## src/rtl/alu_arbiter_v1.sv

```systemverilog
// alu_arbiter_v1: two requesters share one registered alu_v1 through an IDLE/EXEC/RESP handshake FSM.
// alu_v1 is the combinational ALU core; illegal opcodes (>9) yield a fixed F7F7F7F7 pattern.
module alu_v1 (
    input  logic [31:0] a_i,
    input  logic [31:0] b_i,
    input  logic [3:0]  op_i,
    output logic [31:0] out_o,
    output logic        zero_flag_o,
    output logic        sign_flag_o,
    output logic [7:0]  error_vector_o
);
    logic [31:0] sum, diff;
    assign sum = a_i + b_i;
    assign diff = a_i - b_i;
    always_comb begin
        out_o = 32'hF7F7F7F7;
        error_vector_o = '0;
        case (op_i)
            4'd0: begin
                out_o = sum;
                error_vector_o[0] = (a_i[31] == b_i[31]) && (sum[31] != a_i[31]);
            end
            4'd1: begin
                out_o = diff;
                error_vector_o[1] = (a_i[31] != b_i[31]) && (diff[31] != a_i[31]);
            end
            4'd2: out_o = a_i & b_i;
            4'd3: out_o = a_i | b_i;
            4'd4: out_o = a_i ^ b_i;
            4'd5: out_o = a_i << b_i[4:0];
            4'd6: out_o = a_i >> b_i[4:0];
            4'd7: out_o = $signed(a_i) >>> b_i[4:0];
            4'd8: out_o = {31'b0, $signed(a_i) < $signed(b_i)};
            4'd9: out_o = {31'b0, a_i < b_i};
            default: ;
        endcase
    end
    assign zero_flag_o = out_o == 32'd0;
    assign sign_flag_o = out_o[31];
endmodule

module alu_arbiter_v1 #(
    parameter int PRIO_MODE = 0
) (
    input  logic        clk,
    input  logic        rst,
    input  logic        req0_valid,
    output logic        req0_ready,
    input  logic [31:0] req0_a,
    input  logic [31:0] req0_b,
    input  logic [3:0]  req0_op_code,
    input  logic        req1_valid,
    output logic        req1_ready,
    input  logic [31:0] req1_a,
    input  logic [31:0] req1_b,
    input  logic [3:0]  req1_op_code,
    output logic        rsp_valid,
    input  logic        rsp_ready,
    output logic        rsp_id,
    output logic [31:0] rsp_out,
    output logic        rsp_zero_flag,
    output logic        rsp_sign_flag,
    output logic [7:0]  rsp_error_vector,
    output logic        rsp_illegal,
    output logic [15:0] ops_done
);
    typedef enum logic [1:0] {IDLE, EXEC, RESP} state_t;
    state_t      state_q, state_d;
    logic [31:0] a_q, b_q, a_d, b_d, alu_out;
    logic [3:0]  op_q, op_d;
    logic        last_grant_q, grant1, accept, alu_zero, alu_sign;
    logic [7:0]  alu_err;
    logic        rsp_id_q, rsp_zero_q, rsp_sign_q, rsp_illegal_q;
    logic [31:0] rsp_out_q;
    logic [7:0]  rsp_err_q;
    logic [15:0] ops_done_q;

    alu_v1 u_alu (
        .a_i(a_q), .b_i(b_q), .op_i(op_q),
        .out_o(alu_out), .zero_flag_o(alu_zero), .sign_flag_o(alu_sign), .error_vector_o(alu_err)
    );

    // Requester 1 wins when alone, or on a round-robin tie when requester 0 went last.
    assign grant1 = req1_valid && (!req0_valid || (PRIO_MODE == 0 && !last_grant_q));
    assign req1_ready = state_q == IDLE && grant1;
    assign req0_ready = state_q == IDLE && req0_valid && !grant1;
    assign accept = req0_ready || req1_ready;
    assign a_d = req1_ready ? req1_a : req0_a;
    assign b_d = req1_ready ? req1_b : req0_b;
    assign op_d = req1_ready ? req1_op_code : req0_op_code;

    always_comb begin
        state_d = state_q;
        case (state_q)
            IDLE:    state_d = accept ? EXEC : IDLE;
            EXEC:    state_d = RESP;
            RESP:    state_d = rsp_ready ? IDLE : RESP;
            default: state_d = IDLE;
        endcase
    end

    always_ff @(posedge clk or posedge rst) begin
        if (rst) begin
            state_q       <= IDLE;
            a_q           <= '0;
            b_q           <= '0;
            op_q          <= '0;
            last_grant_q  <= 1'b1;
            rsp_id_q      <= 1'b0;
            rsp_out_q     <= '0;
            rsp_zero_q    <= 1'b0;
            rsp_sign_q    <= 1'b0;
            rsp_err_q     <= '0;
            rsp_illegal_q <= 1'b0;
            ops_done_q    <= '0;
        end else begin
            state_q <= state_d;
            if (accept) begin
                a_q          <= a_d;
                b_q          <= b_d;
                op_q         <= op_d;
                last_grant_q <= req1_ready;
            end
            if (state_q == EXEC) begin
                rsp_id_q      <= last_grant_q;
                rsp_out_q     <= alu_out;
                rsp_zero_q    <= alu_zero;
                rsp_sign_q    <= alu_sign;
                rsp_err_q     <= alu_err;
                rsp_illegal_q <= op_q > 4'b1001;
            end
            if (state_q == RESP && rsp_ready)
                ops_done_q <= ops_done_q + 16'd1;
        end
    end

    assign rsp_valid = state_q == RESP;
    assign rsp_id = rsp_id_q;
    assign rsp_out = rsp_out_q;
    assign rsp_zero_flag = rsp_zero_q;
    assign rsp_sign_flag = rsp_sign_q;
    assign rsp_error_vector = rsp_err_q;
    assign rsp_illegal = rsp_illegal_q;
    assign ops_done = ops_done_q;
endmodule

```

## config.mk

```make
export PLATFORM = sky130hd
export DESIGN_NAME = alu_arbiter_v1
export DESIGN_NICKNAME = d
export VERILOG_FILES = /design/src/rtl/alu_arbiter_v1.sv
export SDC_FILE = /design/constraint.sdc
export NUM_CORES = 1
export LEC_CHECK = 0
export ABC_AREA = 1
export CAP_MARGIN = 20
export CORE_ASPECT_RATIO = 0.6
export CORE_MARGIN = 2
export CORE_UTILIZATION = 53
export DETAILED_ROUTE_END_ITERATION = 16
export PLACE_DENSITY = 0.84
export SYNTH_ARGS = -nofsm -noshare
export SYNTH_HDL_FRONTEND = slang
export SYNTH_HIERARCHICAL = 1
export SYNTH_SLANG_ARGS = --single-unit
```

## constraint.sdc

```tcl
create_clock -name clk -period 4.3 [get_ports clk]
set_clock_uncertainty 0.2 [all_clocks]
set_input_delay 0.86 -clock clk [delete_from_list [all_inputs] [get_ports clk]]
set_output_delay 0.86 -clock clk [all_outputs]
set_load 0.02 [all_outputs]
```

After elaboration in Yosys (flattened, before gate mapping)
Index checks and enable logic that the tools add are counted.
{ "classes": {"eq_ne": 15, "reduce_logical": 15, "bitwise": 3, "mux": 9, "addsub": 3, "n_shift": 3, "n_lt_le_gt_ge": 3} }
{ "ops": {"columns": ["operator", "count"], "rows": [
  ["case mux 32 bit (10 select lines)", 1],
  ["less-than comparator 32 bit", 2],
  ["two-way mux 32 bit", 2],
  ["adder 32 bit", 1],
  ["bitwise AND 32 bit", 1],
  ["zero test 32 bit", 1],
  ["bitwise OR 32 bit", 1],
  ["<< shifter 32 x 5 -> 32 bit", 1],
  ["right shift 32 x 5 -> 32 bit", 1],
  [">>> shifter 32 x 5 -> 32 bit", 1],
  ["subtractor 32 bit", 1],
  ["XOR 32 bit", 1],
  ["adder 16 x 1 -> 16 bit, second input constant", 1],
  ["== test 4 x 3 -> 1 bit, second input constant", 4],
  ["== test 4 x 2 -> 1 bit, second input constant", 2],
  ["== test 4 bit, second input constant", 2],
  ["logical AND 1 bit", 7],
  ["case mux 2 bit (3 select lines)", 1],
  ["== test 4 x 1 -> 1 bit, second input constant", 1],
  ["> comparator 4 bit, second input constant", 1],
  ["zero test 4 bit", 1],
  ["two-way mux 4 bit", 1],
  ["zero test 1 bit", 3],
  ["two-way mux 1 bit", 3],
  ["other kinds (7)", 10]
]} }
{ "word_totals": {"elab_cells": 63, "ff_bits": 125, "input_bits": 141, "out_inout_bits": 63} }

Longest topological paths before layout
{ "depth": {"word_depth": 8, "depth_mapped": 25, "mapped_depth_nobuf": 23} }

Cells and area by module
The synthesis kept the hierarchy.
{ "modules_own_cells": {"columns": ["mod", "area_each_um2", "instances", "seq_area_each_um2", "cells_per_inst"], "rows": [
  ["alu_v1", 10555.1, 1, 0.0, 2203],
  ["alu_arbiter_v1", 5926.9, 1, 3279.4, 739]
]} }

Worst setup path after synthesis
No wires, ideal clock.
{ "synth_timing": {"path_type": "register to register", "from": "register b_q[3]", "to": "register rsp_zero_q (netlist: rsp_zero_flag)", "setup_slack_ns": 1.150, "path_stages_with_launch": 26, "setup_ns": 0.065, "period_less_slack_ns": 3.150, "path_buffers": 4, "arrival_time_ns": 2.885, "required_ns": 4.035, "path_cell_list": "dfrtp_1 > buf_2 > inv_1 > buf_2 > buf_1 > ha_1 > buf_2 > nor2_1 > nand2_1 > inv_1 > nand3_1 > nand2_1 > nand2_1 > nand2_1 > nand2_1 > nand2_1 > nor2_1 > nor2_1 > nand3_1 > nor2_1 > nand2_1 > nor2_1 > nand2_1 > nor2_1 > nand2_1 > nand2_1"} }
{ "synth_between": {"elab_chain_len": 3, "word_cells_on_any_way": 12, "cone_classes": "2 x add/sub; 2 x order compare; 3 x shift; 1 x mux; 3 x bitwise; 1 x reduce/logical"} }
{ "synth_lines": {"columns": ["element", "line", "source"], "rows": [
  ["from (decl)", "69", "logic [31:0] a_q, b_q, a_d, b_d, alu_out;"],
  ["from (signal assigned)", "106", "b_q <= '0;"],
  ["from (signal assigned)", "120", "b_q <= b_d;"],
  ["subtractor 32 bit, or another cell as far along", "14", "assign diff = a_i - b_i;"],
  ["case mux 32 bit (10 select lines) *", "18", "case (op_i)"],
  ["named net alu_sign", "71", "logic last_grant_q, grant1, accept, alu_zero, alu_sign;"],
  ["zero test 32 bit *", "38", "assign zero_flag_o = out_o == 32'd0;"],
  ["named net alu_zero", "71", null],
  ["to (signal assigned)", "127", "rsp_zero_q <= alu_zero;"],
  ["to (decl)", "73", "logic rsp_id_q, rsp_zero_q, rsp_sign_q, rsp_illegal_q;"]
]} }
The timed path passes the listed nets; every way through them passes the cells marked *.
A chain may end at the register's enable or synchronous reset.

Final worst setup path
{ "layout_timing": {"from": "register a_q[19]", "to": "register rsp_zero_q (netlist: rsp_zero_flag)"} }
{ "layout_between": {"elab_chain_len": 3, "word_cells_on_any_way": 12, "cone_classes": "2 x add/sub; 2 x order compare; 3 x shift; 1 x mux; 3 x bitwise; 1 x reduce/logical"} }
{ "layout_lines": {"columns": ["element", "line", "source"], "rows": [
  ["from (decl)", "69", null],
  ["from (signal assigned)", "105", "a_q <= '0;"],
  ["from (signal assigned)", "119", "a_q <= a_d;"],
  ["subtractor 32 bit, or another cell as far along", "14", null],
  ["case mux 32 bit (10 select lines) *", "18", null],
  ["named net alu_out[21]", "69", null],
  ["zero test 32 bit *", "38", null],
  ["named net alu_zero", "71", null]
]} }
Marks and branches as above.

==> implementation parameters <==
Parameter                              Value

Setup path
  Highest net fanout along the worst path    9
  Arrival time reported for the critical path endpoint    4100 ps
  Element type at the critical path start    flop
  Crit Reg-Reg Startpoint    a_q[19]
  Required @ worst endpoint    4500 ps
  Element type at the critical path end    flop
  Setup CP Type    flop to flop
  Launching element of the worst setup path    a_q[19]

STA
  Final cycle utilization of the critical path    90.6%
  Final setup viols    0
  Headroom to the max-slew limit    26.3%
  Setup TNS Final    0 ps
  Final Hold Vio Count    0
  Achievable Freq    257 MHz
  Clock period minus final worst setup slack    3890 ps
  Final count of pins violating max slew    0
  RSZ-0062 raised after global routing    no
  Slew at the pin closest to its max-slew limit    1100 ps

Synthesis
  Post-synthesis async set-or-reset flop share    100%
  Library cells used by synthesis    49
  Yosys reg bits    131
  Leading cell types by total area after synthesis    sky130_fd_sc_hd__nand2_1 (22%), sky130_fd_sc_hd__dfrtp_1 (20%), sky130_fd_sc_hd__nand3_1 (14%)
  Mean Syn Cell Area    5.60 um2
  Sequential-to-total area share from yosys stat    19.9%
  Cell type with the highest aggregate area in the netlist    sky130_fd_sc_hd__nand2_1
  YS warnings    6
  Fraction of synthesized cell area taken by the top area cell type    22.5%
  Post-Synthesis Cells    2,942
  Number of synthesized flops with an enable pin    0
  Most used DFF post-synth    sky130_fd_sc_hd__dfrtp_1
  Post-synthesis cell area    16,500 um2

Floorplanning
  Die Footprint    32,600 um2
  I/O pins    204
  Die span in y    141 um
  Std-Cell Core Area    30,300 um2
  Width of the die    232 um
  Std-Cell Rows    49
  Initial Utilization    54.4%

Placed design
  Gpl congestion    1.13
  Port Buffers    203
  Detailed placement HPWL    57,000 um

Route
  Routed length per placed instance    20.5 um
  Vias    20,600
  Detailed-route vias per instance    5.89
  Detailed router's first-iteration violation count    3,518
  Antenna Violating Nets Remaining    0
  Post-detailed-routing wire length    71,600 um
  Number of detailed-routing iterations run before antenna repair    7
  Final routed DRC violation total    0

Finish
  N_diodes    0
  Top library cells by usage in the layout, fill and taps aside    sky130_fd_sc_hd__nand2_1 (987), sky130_fd_sc_hd__nand3_1 (446), sky130_fd_sc_hd__nor2_1 (412)
  Most common cell after layout, fill and taps aside    sky130_fd_sc_hd__nand2_1
  Layout overhead on the synthesized area    16.2%
  Final core occ    63.3%
  Proportion of layout cells with a drive suffix above 1    4.06%
  Final layout net count    3,310

CTS
  Post-cts resize count    0
  Buffers from clock root to sink, at most    2
  # hold bufs at CTS    0
  Clock slew at reported path FFs    80 ps
  Clock latency of the later-clocked register in the worst-skew pair    470 ps
  # clock sinks    131
  TritonCTS buffer count    17
  Clock tree from TritonCTS    built
  Total setup buffers inserted after CTS    0
  Master cell of the clock root buffer    sky130_fd_sc_hd__clkbuf_16
  CTS H-tree lvls    4

GRT
  Via count of the first global-routing pass    17,900
  Total global routing overflow    0
  Gr usage total    43.3%
  Largest net degree at the start of global routing    139
  First-pass GRT wire length    106,000 um
  Initial antenna violation count    1

Job
  Number of max-cap violations    0

Status
  Run status    complete, no violations

Worst hold path
  Worst hold start    rsp_out[2]
  Class of the tightest hold or removal check    flop to flop
## layer usage
metal	global-route usage [%]	part of all wire, %	vias up
met5	1.34	0.082	-
li1	-	-	9574
met3	17.2	17	173
met4	13.8	3.3	2
met1	62.6	42	9222
met2	57.8	38	1593
## logic make-up after synthesis
| kind of cell | Yosys count | share of synthesized area [%] |
|---|---|---|
| buffers and inverters | 482 | 12.9 |
| flip-flops | 131 | 19.9 |
| XOR/XNOR | 12 | 0.638 |
| AO/OA/AOI/OAI | 248 | 8.42 |
| other | 1 | 0.0228 |
| AND/OR/NAND/NOR | 1967 | 50.4 |
| adder cells (fa/ha/maj) | 101 | 7.76 |
## layout make-up
type,count,area [um2]
tap,408,510
clock buffer,17,425
multi-input combinational,2334,11100
clock inverter,15,164
timing repair buffer,241,2380
fill,2911,11100
inverter,343,1290
sequential,131,3280
## sequential cells by signal (all words and copies together) (netlist names), 2 cells and up
signal and count:
a_q 32, b_q 32, op_q 4, ops_done 16, rsp_error_vector 8, rsp_out 32, state_q 2
## metrics by stage
step                hold slack (ps)  area, um2  worst slack (ps)  instances
finish                          272      19200               406       3489
global route                    306      19200               351       3489
CTS                             275      19200               762       3488
detailed placement              259      18600               799       3456
global placement                255      18600               777       3456
floorplan                       277      16500              1150       2947
## worst paths after layout
check	slack (ps)	cells after the start	to
worst max-delay path	410	17	rsp_zero_flag
worst min-delay path	270	2	rsp_out[2]
worst max register to register	410	17	rsp_zero_flag
worst min register to register	270	2	rsp_out[2]
max in group asynchronous	2390	3	b_q[1]
min in group asynchronous	730	2	rsp_id
## Yosys cell counts (3+ instances only)
| library cell | instances |
|---|---|
| sky130_fd_sc_hd__nand2_1 | 987 |
| sky130_fd_sc_hd__nand3_1 | 446 |
| sky130_fd_sc_hd__nor2_1 | 412 |
| sky130_fd_sc_hd__inv_1 | 329 |
| sky130_fd_sc_hd__dfrtp_1 | 130 |
| sky130_fd_sc_hd__ha_1 | 99 |
| sky130_fd_sc_hd__o21ai_0 | 75 |
| sky130_fd_sc_hd__buf_2 | 71 |
| sky130_fd_sc_hd__a21oi_1 | 68 |
| sky130_fd_sc_hd__o21ai_1 | 48 |
| sky130_fd_sc_hd__nand4_1 | 34 |
| sky130_fd_sc_hd__buf_6 | 22 |
| sky130_fd_sc_hd__clkbuf_1 | 22 |
| sky130_fd_sc_hd__and2_1 | 21 |
| sky130_fd_sc_hd__o211ai_1 | 21 |
| sky130_fd_sc_hd__nor3_1 | 17 |
| sky130_fd_sc_hd__buf_4 | 14 |
| sky130_fd_sc_hd__inv_2 | 13 |
| sky130_fd_sc_hd__nand2_2 | 11 |
| sky130_fd_sc_hd__nor2_2 | 9 |
| sky130_fd_sc_hd__o22ai_1 | 9 |
| sky130_fd_sc_hd__buf_1 | 8 |
| sky130_fd_sc_hd__o21bai_1 | 8 |
| sky130_fd_sc_hd__xnor2_1 | 8 |
| sky130_fd_sc_hd__and3_1 | 6 |
| sky130_fd_sc_hd__o221ai_1 | 6 |
| sky130_fd_sc_hd__nor2_4 | 5 |
| sky130_fd_sc_hd__nand3b_1 | 4 |
| sky130_fd_sc_hd__xor2_1 | 4 |
| sky130_fd_sc_hd__nand3_4 | 3 |
| sky130_fd_sc_hd__o2111ai_1 | 3 |
| sky130_fd_sc_hd__or2_2 | 3 |
## critical path, stage by stage, from the launching register on
cell,delay (ps)
sky130_fd_sc_hd__dfrtp_1,480
sky130_fd_sc_hd__inv_1,70
sky130_fd_sc_hd__ha_1,430
sky130_fd_sc_hd__nor2_1,240
sky130_fd_sc_hd__nand2_1,130
sky130_fd_sc_hd__nor3_1,850
sky130_fd_sc_hd__nand3_1,260
sky130_fd_sc_hd__nand3_1,160
sky130_fd_sc_hd__nand2_1,60
sky130_fd_sc_hd__nand3_1,80
sky130_fd_sc_hd__nand4_1,150
sky130_fd_sc_hd__nor2_1,130
sky130_fd_sc_hd__nand2_1,90
sky130_fd_sc_hd__nor2_1,170
sky130_fd_sc_hd__nand2_1,80
sky130_fd_sc_hd__nor2_1,90
sky130_fd_sc_hd__nand2_1,60
sky130_fd_sc_hd__nand2_1,90
Power is not shown: default switching activity piles up to over one toggle a cycle in this logic, so the estimate is an artifact.
